==> src/rtl/lcd_bus_sched.sv <==
// HD44780 character-LCD bus scheduler: two byte-write requesters, round-robin with lock,
// power-up delay and setup / EN pulse / hold / execution-wait timing on one down-counter.
module lcd_bus_sched #(
  parameter int unsigned POWERUP_CYC    = 750000,
  parameter int unsigned SETUP_CYC      = 3,
  parameter int unsigned EN_HIGH_CYC    = 12,
  parameter int unsigned HOLD_CYC       = 2,
  parameter int unsigned WAIT_SHORT_CYC = 2000,
  parameter int unsigned WAIT_LONG_CYC  = 82000,
  parameter int unsigned CNT_W          = 20
) (
  input  logic       clk,
  input  logic       rst,
  input  logic       r0_valid,
  input  logic       r0_rs,
  input  logic [7:0] r0_data,
  input  logic       r0_lock,
  output logic       r0_ready,
  input  logic       r1_valid,
  input  logic       r1_rs,
  input  logic [7:0] r1_data,
  input  logic       r1_lock,
  output logic       r1_ready,
  output logic       busy,
  output logic       done,
  output logic       rs,
  output logic       en,
  output logic       rw,
  output logic [7:0] lcd_data
);

  localparam logic [2:0] S_PWRUP = 3'd0;
  localparam logic [2:0] S_IDLE  = 3'd1;
  localparam logic [2:0] S_SETUP = 3'd2;
  localparam logic [2:0] S_PULSE = 3'd3;
  localparam logic [2:0] S_HOLD  = 3'd4;
  localparam logic [2:0] S_WAIT  = 3'd5;

  localparam logic [CNT_W-1:0] LD_PWRUP = CNT_W'(POWERUP_CYC - 1);
  localparam logic [CNT_W-1:0] LD_SETUP = CNT_W'(SETUP_CYC - 1);
  localparam logic [CNT_W-1:0] LD_PULSE = CNT_W'(EN_HIGH_CYC - 1);
  localparam logic [CNT_W-1:0] LD_HOLD  = CNT_W'(HOLD_CYC - 1);
  localparam logic [CNT_W-1:0] LD_SHORT = CNT_W'(WAIT_SHORT_CYC - 1);
  localparam logic [CNT_W-1:0] LD_LONG  = CNT_W'(WAIT_LONG_CYC - 1);

  logic [2:0]       state, state_nx;
  logic [CNT_W-1:0] cnt, cnt_nx;
  logic             rs_nx, en_nx, done_nx, busy_nx;
  logic [7:0]       data_nx;
  logic             last_grant, last_nx;
  logic             lock_v, lock_v_nx, lock_own, lock_own_nx;
  logic             grant0_c, grant1_c, cnt_zero_c, long_cmd_c;

  assign rw         = 1'b0;
  assign cnt_zero_c = (cnt == '0);
  // Clear display / return home need the long execution wait.
  assign long_cmd_c = !rs && ((lcd_data == 8'h01) || (lcd_data == 8'h02) || (lcd_data == 8'h03));

  // Grant selection: lock owner first, otherwise round-robin away from last_grant.
  always_comb begin
    grant0_c = 1'b0;
    grant1_c = 1'b0;
    if (lock_v) begin
      grant0_c = !lock_own;
      grant1_c = lock_own;
    end else if (r0_valid && r1_valid) begin
      grant0_c = last_grant;
      grant1_c = !last_grant;
    end else begin
      grant0_c = r0_valid;
      grant1_c = r1_valid;
    end
  end

  assign r0_ready = (state == S_IDLE) && grant0_c && r0_valid;
  assign r1_ready = (state == S_IDLE) && grant1_c && r1_valid;

  always_comb begin
    state_nx    = state;
    cnt_nx      = cnt;
    rs_nx       = rs;
    data_nx     = lcd_data;
    last_nx     = last_grant;
    lock_v_nx   = lock_v;
    lock_own_nx = lock_own;
    case (state)
      S_PWRUP: begin
        if (cnt_zero_c) state_nx = S_IDLE;
        else            cnt_nx   = cnt - CNT_W'(1);
      end
      S_IDLE: begin
        if (r0_ready || r1_ready) begin
          state_nx    = S_SETUP;
          cnt_nx      = LD_SETUP;
          rs_nx       = r1_ready ? r1_rs   : r0_rs;
          data_nx     = r1_ready ? r1_data : r0_data;
          last_nx     = r1_ready;
          lock_v_nx   = r1_ready ? r1_lock : r0_lock;
          lock_own_nx = r1_ready;
        end
      end
      S_SETUP: begin
        if (cnt_zero_c) begin
          state_nx = S_PULSE;
          cnt_nx   = LD_PULSE;
        end else cnt_nx = cnt - CNT_W'(1);
      end
      S_PULSE: begin
        if (cnt_zero_c) begin
          state_nx = S_HOLD;
          cnt_nx   = LD_HOLD;
        end else cnt_nx = cnt - CNT_W'(1);
      end
      S_HOLD: begin
        if (cnt_zero_c) begin
          state_nx = S_WAIT;
          cnt_nx   = long_cmd_c ? LD_LONG : LD_SHORT;
        end else cnt_nx = cnt - CNT_W'(1);
      end
      S_WAIT: begin
        if (cnt_zero_c) state_nx = S_IDLE;
        else            cnt_nx   = cnt - CNT_W'(1);
      end
      default: begin
        state_nx = S_PWRUP;
        cnt_nx   = LD_PWRUP;
      end
    endcase
    // Registered outputs follow the state being entered.
    en_nx   = (state_nx == S_PULSE);
    done_nx = (state_nx == S_WAIT) && (cnt_nx == '0);
    busy_nx = (state_nx != S_IDLE);
  end

  always_ff @(posedge clk or negedge rst) begin
    if (!rst) begin
      state      <= S_PWRUP;
      cnt        <= LD_PWRUP;
      rs         <= 1'b0;
      lcd_data   <= 8'h00;
      en         <= 1'b0;
      done       <= 1'b0;
      busy       <= 1'b1;
      last_grant <= 1'b1;
      lock_v     <= 1'b0;
      lock_own   <= 1'b0;
    end else begin
      state      <= state_nx;
      cnt        <= cnt_nx;
      rs         <= rs_nx;
      lcd_data   <= data_nx;
      en         <= en_nx;
      done       <= done_nx;
      busy       <= busy_nx;
      last_grant <= last_nx;
      lock_v     <= lock_v_nx;
      lock_own   <= lock_own_nx;
    end
  end

endmodule

==> config.mk <==
export PLATFORM = sky130hd
export DESIGN_NAME = lcd_bus_sched
export DESIGN_NICKNAME = d
export VERILOG_FILES = /design/src/rtl/lcd_bus_sched.sv
export SDC_FILE = /design/constraint.sdc
export NUM_CORES = 1
export LEC_CHECK = 0
export CAP_MARGIN = 30
export CORE_MARGIN = 3
export CORE_UTILIZATION = 55
export CTS_CLUSTER_DIAMETER = 100
export CTS_CLUSTER_SIZE = 16
export DETAILED_ROUTE_END_ITERATION = 7
export DONT_BUFFER_PORTS = 1
export PLACE_DENSITY = 0.74
export SLEW_MARGIN = 20
export SYNTH_ARGS = -nofsm -noshare
export SYNTH_HDL_FRONTEND = slang
export SYNTH_SLANG_ARGS = --single-unit
==> constraint.sdc <==
create_clock -name clk -period 8.8 [get_ports clk]
set_clock_uncertainty 0.15 [all_clocks]
set_input_delay 1.76 -clock clk [delete_from_list [all_inputs] [get_ports clk]]
set_output_delay 1.76 -clock clk [all_outputs]
set_load 0.01 [all_outputs]
# ---- After elaboration in Yosys (flattened, before gate mapping)
# Cells that the tools add are included.
dict set report word_totals {
  elab_cells 60
  in_bits 24
  register_bits 38
}
dict set report op_classes {
  add_sub_neg 1
  reduce_logical 18
  muxes 20
  n_eq_ne 11
}
# cell count
set ops {}
lappend ops {{2-to-1 mux 20 bit} 5}
lappend ops {{one-hot mux 20 bit (5 select lines)} 1}
lappend ops {{logical NOT 20 bit} 2}
lappend ops {{subtractor 20 x 1 -> 20 bit (second input constant)} 1}
lappend ops {{2-to-1 mux 17 bit} 1}
lappend ops {{equality test 8 x 2 -> 1 bit (second input constant)} 2}
lappend ops {{2-to-1 mux 3 bit} 5}
lappend ops {{one-hot mux 3 bit (5 select lines)} 1}
lappend ops {{equality test 3 x 2 -> 1 bit (second input constant)} 3}
lappend ops {{equality test 3 bit (second input constant)} 3}
lappend ops {{equality test 8 x 1 -> 1 bit (second input constant)} 1}
lappend ops {{2-to-1 mux 8 bit} 1}
lappend ops {{logical AND 1 bit} 7}
lappend ops {{2-to-1 mux 1 bit} 6}
lappend ops {{equality test 3 x 1 -> 1 bit (second input constant)} 1}
lappend ops {{logical NOT 1 bit} 3}
lappend ops {{logical NOT 3 bit} 1}
lappend ops {{logical OR 1 bit} 3}
lappend ops {{inequality test 3 x 1 -> 1 bit (second input constant)} 1}
lappend ops {{AND reduction 2 bit} 1}
lappend ops {{OR reduction 2 bit} 1}

# ---- Depth between registers and ports, before layout
# Gate-level depths: netlist of run 1.
dict set report logic_depth {
  word_depth 10
  depth_mapped 11
  mapped_depth_nobuf 11
}

# ---- Worst setup path before layout of run 1
# Ideal clock, no wire load.
dict set report synth_path {
  path_kind {input to output}
  start {input port r0_valid}
  end {output port r0_ready}
  stages 3
  t_arrival_ns 2.921
  required_time_ns 6.890
  path_buffers 1
  setup_slack_ns 3.969
  cell_sequence {a21bo_2 > a211oi_1 > clkbuf_1}
}
dict set report synth_between {
  elab_chain_cells 5
}
# item line_no
set synth_lines {}
lappend synth_lines {{start, declared} 14} ;# input logic r0_valid,
lappend synth_lines {{logical AND 1 bit} 66} ;# end else if (r0_valid && r1_valid) begin
lappend synth_lines {{2-to-1 mux 1 bit} 66}
lappend synth_lines {{2-to-1 mux 1 bit} 63} ;# if (lock_v) begin
lappend synth_lines {{logical AND 1 bit} 75} ;# assign r0_ready = (state == S_IDLE) && grant0_c && r0_valid;
lappend synth_lines {{logical AND 1 bit (*)} 75}
lappend synth_lines {{end, declared} 18} ;# output logic r0_ready,
# Every way passes the cells marked *; elsewhere a longest branch is shown, timed or not.

# ---- Worst setup path after layout of run 1
dict set report layout_path {
  start {input port r0_valid}
  end {output port r1_ready}
}
dict set report layout_between {
  elab_chain_cells 5
}
# item line_no
set layout_lines {}
lappend layout_lines {{logical AND 1 bit} 66}
lappend layout_lines {{2-to-1 mux 1 bit} 66}
lappend layout_lines {{2-to-1 mux 1 bit} 63}
lappend layout_lines {{logical AND 1 bit (2 in series)} 76} ;# assign r1_ready = (state == S_IDLE) && grant1_c && r1_valid;
lappend layout_lines {{end, declared} 23} ;# output logic r1_ready,
# Every way passes these cells.

==> flow_metrics.py, run 1 <==
metrics = {
    "critical_path": {
        "r2r_slack_ns": 5.24,
        "path_cells": "a21oi_1 > a21oi_1 > or3_1 > inv_1",
        "cp_max_fo": 23,
        "reg2regPathDepth": 9,
        "worst-setup-path-type": "in2out",
        "startpoint_type": "input pin",
        "arrival_ns": 2.74,
        "cp.required_ns": 6.89,
        "worstReg2RegEnd": "done",
        "cp-end-kind": "output pin",
        "startpoint": "r0_valid",
        "crit_path_frequent_cell": "a21oi_1",
        "cp_slowest_cell": "or3_1",
        "slowest_delay_ns": 0.60,
        "worstReg2RegStart": "cnt[1]",
    },
    "sta": {
        "worst_slew_pin_slew_ns": 1.032,
        "setup_tns_ns": 0,
        "fin_crit_ns": 4.646,
        "period_share_pct": 52.80,
        "rsz0062_at_grt": "no",
        "hold_viol_final": 0,
        "maxSlewHeadroom_pct": 31.06,
        "holdWs_ns": 0.3660,
        "max_freq_mhz": 215.2,
        "slew_viol_final": 0,
        "finalSetupViolCount": 0,
    },
    "global_route": {
        "grt_max_degree": 39,
        "antenna_found_initial": 0,
        "grt-ovfl-total": 0,
        "grt_first_pass_wirelength_mm": 10.27,
        "grt_busiest_layer": "met2",
        "grtUsageMet3_pct": 6.474,
        "track_usage_pct": 25.01,
        "grt_pass1_vias": 2107,
        "grtUsageMet2_pct": 37.58,
        "grtUsageMet1_pct": 34.66,
    },
    "drt": {
        "drc_errors": 0,
        "dr_total_vias": 2292,
        "drt_pass1_iterations": 6,
        "vias_per_cell": 6.945,
        "drt_iter0_drc": 401,
        "routed_wl_mm": 6.071,
        "ant_nets": 0,
        "wire_per_inst_um": 18.40,
    },
    "floorplanning": {
        "dieHeight_um": 72.61,
        "rows": 23,
        "dieWidth_um": 72.61,
        "ios": 39,
        "dieArea_mm2": 0.005271,
        "coreArea_mm2": 0.004144,
        "initial_core_util_pct": 58.88,
    },
    "pwr": {
        "ir_worst_vdd_v": 0.00009678,
        "power.density_mw_per_mm2": 183.8,
        "power_leakage_nw": 0.9454,
        "totalPowerFinal_mw": 0.4734,
    },
    "logic_synthesis": {
        "synth.most_common_cell": "a21oi_1",
        "synth_commonest_cells": "36 x a21oi_1, 31 x nor2_1, 23 x dfrtp_1, 23 x nand2_1, 15 x dfstp_2",
        "yosysWarnings": 0,
        "syn_nets": 310,
        "yosys.area_share.simple_pct": 27.28,
        "synth_top_family_by_area": "simple AND/OR/NAND/NOR gates",
        "seq_area_frac_synth_pct": 39.74,
        "synth_fa_ha_area_share_pct": 1.026,
        "syn-cell-area_mm2": 0.002440,
        "ys_types": 56,
        "synth-compound-area-share_pct": 22.62,
        "synth_xor_xnor_area_share_pct": 0.7179,
        "ys.flop_type": "dfrtp_1",
        "netlist.area_leader.share_pct": 23.59,
        "avgSynthCellArea_um2": 8.591,
        "async_reset_ff_share_pct": 100.0,
        "yosysTopAreaCell": "dfrtp_1",
        "muxShareOfSynthArea_pct": 4.513,
        "yosys_register_bits": 38,
        "synthCells": 284,
        "synth_edf_count": 0,
        "synth.area.top_cells": "dfrtp_1 24%, dfstp_2 16%, a21oi_1 7.4%",
    },
    "clocking": {
        "cts_tree": "built",
        "htree_levels": 2,
        "cts_made_buffers": 5,
        "root_buffer": "clkbuf_8",
        "max-clock-path-buffers": 2,
        "cts_resized": 0,
        "cts_sinks": 38,
        "cts_setup_buffers": 0,
        "clk_pin_slew_ns": 0.07,
        "clock_latency_ns": 0.29,
        "hold_buffers": 0,
    },
    "final_layout": {
        "drive_gt1_share_pct": 12.86,
        "n_fill_cell": 364,
        "antenna_cells": 0,
        "finish.utilization_pct": 62.14,
        "regArea_um2": 969.7,
        "area_growth_pct": 5.538,
        "fin_nets": 305,
        "multi_input_area_mm2": 0.001379,
    },
    "placed_design": {
        "io_buffers": 0,
        "gp_congestion": 0.9205,
        "place_hpwl_mm": 4.303,
    },
    "hold_path": {
        "worstHoldPathCells": 2,
        "hold_end": "last_grant",
        "worstHoldStart": "last_grant",
        "hold_class": "reg2reg",
    },
    "outcome": {
        "outcome": "completed",
    },
    "flow_run": {
        "cap_violations": 0,
    },
}
flip-flops by register name, indices dropped and copies added (netlist names):
signal / flops
done: 1
lock_v: 1
rs: 1
last_grant: 1
state: 3
lcd_data: 8
cnt: 20
en: 1
lock_own: 1
busy: 1
worst max-delay path: cells and delay by family:
family,cells,cell delay [ns]
compound gates,2,0.16
simple gates,1,0.60
buf+inv,1,0.21
cell usage in the layout (no fill, tap or decap), types with 2 or more instances in the layout:
cell       n
a21oi_1   36
o22ai_1    4
nor3b_1    2
inv_1      8
nand4b_1   2
or4_1      4
or3_1      7
and2_1     2
clkbuf_8   5
o211ai_1   4
a31oi_1    8
xor2_1     2
a211o_1    3
o31ai_1    4
a21boi_0   2
nand2_1   23
buf_4      2
dfrtp_1   23
nor2_1    31
nand3_1    9
o21ai_0   11
mux2i_1   11
clkinv_2   2
nor3_1    13
o311ai_0   2
nor4_1     5
and3_1     2
nor4_2     2
nand2b_1   6
dfstp_2   15
ha_1       2
kinds of logic after synthesis:
logic type                 count (synthesis)
DFF                                       38
muxes                                     11
AOI/OAI and AO/OA                         88
and+or+nand+nor                          118
buffers and inverters                     24
adders and majority gates                  2
other                                      1
xor gates and xnor gates                   2
report_power, final:
part	switching, mW	leakage (nW)	internal, mW	total [mW]
combinational	0.0464	0.465	0.0399	0.0863
clock	0.0609	0.0579	0.0833	0.144
sequential	0.0364	0.422	0.206	0.243
total	0.144	0.945	0.330	0.473
stage by stage:
| step | setup slack, ns | cells | cell area (um2) |
|---|---|---|---|
| final | 4.154 | 330 | 2575 |
| after detailed placement | 4.169 | 322 | 2466 |
| after CTS | 4.152 | 330 | 2575 |
| after floorplan | 3.969 | 284 | 2440 |
| after global placement | 4.193 | 322 | 2466 |
| after global routing | 4.071 | 330 | 2575 |
area by class of cell:
type	count	area share, %
multi-input combinational	222	53.55
clock buffer	5	2.672
inverter	10	1.555
clock inverter	3	1.555
timing repair buffer	2	0.5831
tap	50	2.430
sequential	38	37.66
metal layers:
layer,vias to the layer above,share of wire (%),routed length (um)
li1,1047,-,-
met1,1071,42,2545
met2,154,45,2702
met3,20,11,658
met4,0,2.7,165
met5,-,0,0
worst max-delay path by stage:
stage / endpoint / slack [ns] / cells past startpoint
final: r1_ready / 4.15 / 4
after global routing: r1_ready / 4.07 / 4
after CTS: r1_ready / 4.15 / 4
after detailed placement: r1_ready / 4.17 / 4
after global placement: r1_ready / 4.19 / 4
after floorplan: r0_ready / 3.97 / 3
Note: power is estimated with default switching activity, not from simulation.
==> run 2: changes to the inputs <==
PLACE_DENSITY = 0.77   (was 0.74)
clock period = 4.1 ns   (was 8.8 ns; I/O delays follow)
==> run 2 against run 1 <==
Compared with the run above: via count shrank 0.83%; sequential power grew 110%; worst setup slack lost 3.4 ns; die area is the same; cell count grew 0.30%; count of clock-buffer cells in the layout grew 1; wire length shrank 0.25%; combinational power grew 120%.
==> flow_metrics.py, run 2 (synthesis results as in run 1) <==
metrics = {
    "drt": {
        "routed_wl_mm": 6.056,
        "vias_per_cell": 6.867,
        "drc_errors": 0,
        "drt_iter0_drc": 229,
        "drt_pass1_iterations": 5,
        "ant_nets": 0,
        "dr_total_vias": 2273,
        "wire_per_inst_um": 18.30,
    },
    "critical_path": {
        "worst-setup-path-type": "reg2reg",
        "cp.required_ns": 4.15,
        "cp-end-kind": "register",
        "r2r_slack_ns": 0.73,
        "startpoint_type": "register",
        "arrival_ns": 3.42,
        "cp_max_fo": 8,
    },
    "final_layout": {
        "layout_common_cells": "36 x a21oi_1, 31 x nor2_1, 23 x nand2_1, 23 x dfrtp_1, 15 x dfstp_2",
        "finish.utilization_pct": 63.13,
        "area_growth_pct": 7.231,
        "n_fill_cell": 342,
        "final_area_mm2": 0.002616,
        "largest_reg_flops": 20,
        "drive_gt1_share_pct": 13.17,
        "top_register": "cnt",
        "fin_nets": 306,
        "top_regs": "cnt: 20 flops, lcd_data: 8 flops, state: 3 flops",
        "final_common_cell": "a21oi_1",
        "antenna_cells": 0,
        "final_cells": 331,
    },
    "pwr": {
        "power.density_mw_per_mm2": 420.1,
        "pwr-share-seq_pct": 47.5,
        "p_comb_share_pct": 17.0,
        "ir_worst_vdd_v": 0.0003833,
        "switchingPower_mw": 0.3104,
        "clockPowerShare_pct": 35.5,
        "netSwitchingFraction_pct": 28.24,
        "power_leakage_nw": 0.9630,
        "intPower_mw": 0.7887,
    },
    "global_route": {
        "grt_first_pass_wirelength_mm": 10.09,
        "track_usage_pct": 24.71,
        "antenna_found_initial": 0,
        "grt_pass1_vias": 2114,
        "grt-ovfl-total": 0,
        "grt_max_degree": 39,
    },
    "sta": {
        "worst_slew_pin_slew_ns": 0.8412,
        "setup_tns_ns": 0,
        "slew_viol_final": 0,
        "hold_viol_final": 0,
        "holdWs_ns": 0.06694,
        "max_freq_mhz": 296.6,
        "finalSetupViolCount": 0,
        "maxSlewHeadroom_pct": 43.40,
        "period_share_pct": 82.22,
        "rsz0062_at_grt": "no",
        "fin_crit_ns": 3.371,
    },
    "floorplanning": {
        "initial_core_util_pct": 58.88,
        "dieHeight_um": 72.61,
        "rows": 23,
        "dieArea_mm2": 0.005271,
        "ios": 39,
        "coreArea_mm2": 0.004144,
        "dieWidth_um": 72.61,
    },
    "clocking": {
        "clock_latency_ns": 0.29,
        "htree_levels": 2,
        "clk_pin_slew_ns": 0.07,
        "cts_sinks": 38,
        "cts_resized": 0,
        "max-clock-path-buffers": 2,
        "cts_made_buffers": 5,
        "cts_tree": "built",
        "cts_setup_buffers": 0,
        "root_buffer": "clkbuf_8",
        "hold_buffers": 0,
    },
    "placed_design": {
        "placed_area_mm2": 0.002474,
        "io_buffers": 0,
        "placed_cells": 323,
        "gp_congestion": 0.9267,
        "place_hpwl_mm": 4.304,
    },
    "flow_run": {
        "cap_violations": 0,
    },
    "hold_path": {
        "hold_class": "in2async",
    },
    "outcome": {
        "outcome": "completed",
    },
}
## run 2: changes by cell type in the layout (fill, tap and decap cells not counted)
| cell | delta |
|---|---|
| buf_4 | +1 |
| clkbuf_8 | +1 |
| bufinv_16 | +1 |
| clkinv_2 | -2 |
## run 2: final timing paths
path / start / endpoint / cells after the start
max reg2reg: cnt[1] / done / 9
min reg2reg: last_grant / last_grant / 2
min in group clk: last_grant / last_grant / 2
min: rst / state[1] / 0
max in group asynchronous: rst / cnt[16] / 0
max: cnt[1] / done / 9
## run 2: layout make-up
cell class,count,area (um2),area share (%)
multi-input cells,222,1379,52.70
flip-flops and latches,38,969.7,37.06
clock buffers,6,82.58,3.156
repair buffers,3,22.52,0.8608
clock inverters,2,60.06,2.296
well taps,50,62.56,2.391
inverters,10,40.04,1.530
## run 2: routing by layer
metal / vias up / GRT usage, % / wire length, um
met1: 1031 / 32.68 / 2468
met5: - / 0 / 0
met2: 168 / 37.47 / 2724
met3: 21 / 7.576 / 702
li1: 1053 / - / -
met4: 0 / 10.66 / 161
## run 2: stage by stage
| step | setup WS, ns | total power, mW |
|---|---|---|
| 2_1_floorplan | 1.149 | 0.6550 |
| 4_1_cts | 0.7812 | 1.101 |
| 3_3_place_gp | 0.9613 | 0.7035 |
| 6_report | 0.7289 | 1.099 |
| 3_5_place_dp | 0.8306 | 0.7045 |
| 5_1_grt | 0.4919 | 1.157 |
## run 2: power groups by stage
stage          Clock, mW  Sequential [mW]  Combinational, mW
4_1_cts            0.398            0.519              0.184
2_1_floorplan          0            0.503              0.152
6_report           0.390            0.522              0.187
3_3_place_gp           0            0.524              0.179
3_5_place_dp           0            0.524              0.180
5_1_grt            0.417            0.530              0.211
## run 2: worst max-delay path, stage by stage, from the launching register on
cell	delay (ns)
dfstp_2	0.40
inv_1	0.06
ha_1	0.23
nor4b_4	0.45
nand4_4	0.22
or3_1	0.40
a2111oi_1	0.43
a31oi_1	0.14
or4b_4	0.51
nor4_2	0.27
==> run 3: changes to the inputs <==
ABC_AREA = 1   (was not set)
PLACE_DENSITY = 0.74   (was 0.77)
clock period = 3.23 ns   (was 4.1 ns; I/O delays follow)
==> run 3 against run 2 <==
Compared with the run above: sequential share of layout area shrank 1.3 points; clock power rose by 7.7%; area after synthesis is 3.9% higher; largest cell class unchanged.
==> flow_metrics.py, run 3 <==
metrics = {
    "outcome": {
        "outcome": "completed",
    },
    "final_layout": {
        "fin_nets": 396,
        "area_growth_pct": 7.058,
        "antenna_cells": 0,
        "final_common_cell": "nand2_1",
        "layout_common_cells": "99 x nand2_1, 62 x nor2_1, 37 x inv_1",
        "drive_gt1_share_pct": 14.82,
        "largest_reg_flops": 20,
        "final_area_mm2": 0.002714,
        "top_register": "cnt",
        "top_regs": "cnt: 20 flops, lcd_data: 8 flops, state: 3 flops",
    },
    "sta": {
        "max_freq_mhz": 384.3,
        "slew_viol_final": 0,
        "period_share_pct": 80.56,
        "rsz0062_at_grt": "no",
        "finalSetupViolCount": 0,
        "fin_crit_ns": 2.602,
        "hold_viol_final": 0,
        "holdWs_ns": 0.01381,
        "setup_tns_ns": 0,
    },
    "global_route": {
        "grt_pass1_vias": 2171,
        "antenna_found_initial": 0,
        "grt_max_degree": 24,
        "track_usage_pct": 24.56,
        "grt_first_pass_wirelength_mm": 10.10,
        "grt-ovfl-total": 0,
    },
    "clocking": {
        "cts_made_buffers": 5,
        "clock_latency_ns": 0.29,
        "clk_pin_slew_ns": 0.07,
        "cts_tree": "built",
        "htree_levels": 2,
        "cts_resized": 0,
        "cts_sinks": 38,
        "hold_buffers": 1,
        "root_buffer": "clkbuf_8",
        "max-clock-path-buffers": 2,
        "cts_setup_buffers": 0,
    },
    "critical_path": {
        "startpoint_type": "register",
        "path_cells": "inv_1 > ha_1 > nand2_2 > nor2_8 > nand3_2 > ha_1 > nand2_1 > o211ai_1 > nor2_1 > nand2_1 > nor2_1 > nand2_1 > nor2_1 > nand3_1 > nor2_1",
        "cp-end-kind": "register",
        "cp.required_ns": 3.31,
        "crit_path_frequent_cell": "nor2_1",
        "cp_max_fo": 11,
        "worstReg2RegStart": "cnt[0]",
        "slowest_delay_ns": 0.37,
        "r2r_slack_ns": 0.63,
        "reg2regPathDepth": 15,
        "arrival_ns": 2.68,
        "worst-setup-path-type": "reg2reg",
        "worstReg2RegEnd": "done",
        "cp_slowest_cell": "dfstp_2",
    },
    "flow_run": {
        "cap_violations": 0,
    },
    "drt": {
        "ant_nets": 0,
        "dr_total_vias": 2389,
        "drc_errors": 0,
        "routed_wl_mm": 6.106,
        "drt_iter0_drc": 225,
        "wire_per_inst_um": 14.43,
        "vias_per_cell": 5.648,
        "drt_pass1_iterations": 4,
    },
    "logic_synthesis": {
        "synth_commonest_cells": "99 x nand2_1, 62 x nor2_1, 37 x inv_1",
        "synth.most_common_cell": "nand2_1",
        "ys.flop_type": "dfrtp_1",
        "async_reset_ff_share_pct": 100.0,
        "netlist.area_leader.share_pct": 22.70,
        "synthCells": 367,
        "seq_area_frac_synth_pct": 38.25,
        "synth.area.top_cells": "dfrtp_1 23%, dfstp_2 16%, nand2_1 15%",
        "ys_types": 36,
        "yosysWarnings": 0,
        "syn-cell-area_mm2": 0.002535,
        "avgSynthCellArea_um2": 6.907,
        "synth_edf_count": 0,
        "yosysTopAreaCell": "dfrtp_1",
        "syn_nets": 393,
        "yosys_register_bits": 38,
    },
    "floorplanning": {
        "coreArea_mm2": 0.004414,
        "dieWidth_um": 73.89,
        "ios": 39,
        "initial_core_util_pct": 57.43,
        "dieArea_mm2": 0.005460,
        "dieHeight_um": 73.89,
        "rows": 24,
    },
    "hold_path": {
        "hold_class": "in2async",
    },
    "pwr": {
        "power.density_mw_per_mm2": 335.8,
        "ir_worst_vdd_v": 0.0002948,
        "power_leakage_nw": 1.332,
    },
    "placed_design": {
        "io_buffers": 0,
        "place_hpwl_mm": 4.539,
        "placed_area_mm2": 0.002577,
        "gp_congestion": 0.9344,
    },
}
==> run 3: per-stage QoR <==
stage	setup slack [ns]	total power [mW]	instances	util, %
after CTS	0.6082	0.9217	423	61.48
after global placement	0.6711	0.4911	414	58.39
after global routing	0.2657	0.9412	423	61.48
after detailed placement	0.6385	0.4914	414	58.39
after floorplan	0.8802	0.4916	367	-
final	0.6280	0.9112	423	61.48
==> run 3: worst max-delay path, delay by kind of cell, from the launching register on <==
family | cells | cell delay, ns
buffers and inverters | 1 | 0.08
AOI/OAI and AO/OA | 1 | 0.07
and+or+nand+nor | 11 | 1.22
DFF | 1 | 0.37
adders and majority gates | 2 | 0.63
==> run 3: power by group <==
| group | leakage [nW] | internal, mW | switching (mW) |
|---|---|---|---|
| registers | 0.457 | 0.477 | 0 |
| logic | 0.816 | 0.00513 | 0.00959 |
| clock network | 0.0585 | 0.252 | 0.168 |
==> run 3: per-layer routing <==
metal,part of all wire (%),global-route usage (%),vias to the layer above,routed length [um]
met2,48,38.68,82,2960
met5,0,0,-,0
met3,6.3,5.472,20,383
met1,42,31.00,1104,2539
li1,-,-,1183,-
met4,3.6,13.48,0,222
==> run 3: kinds of logic after synthesis <==
family                     share of synthesized area, %
DFF                                               38.25
AOI/OAI and AO/OA                                 9.674
and+or+nand+nor                                   40.67
other                                            0.1479
xor gates and xnor gates                          2.419
adders and majority gates                        0.9870
buffers and inverters                             7.848
==> run 3: cell type report <==
cell class                      count  area, um2
Multi-Input combinational cell    279       1366
Tap cell                           52      65.06
Fill cell                         389       1700
Clock inverter                      1      30.03
Inverter                           43      161.4
Clock buffer                        7      86.33
Sequential cell                    38      969.7
Timing Repair Buffer                3      35.03
==> run 3: how the worst max path moves through the flow <==
stage / from / end / cells past startpoint
2_1_floorplan: cnt[0] / done / 16
3_3_place_gp: cnt[0] / done / 15
3_5_place_dp: cnt[0] / done / 15
4_1_cts: cnt[0] / done / 15
5_1_grt: cnt[0] / done / 15
6_report: cnt[0] / done / 15
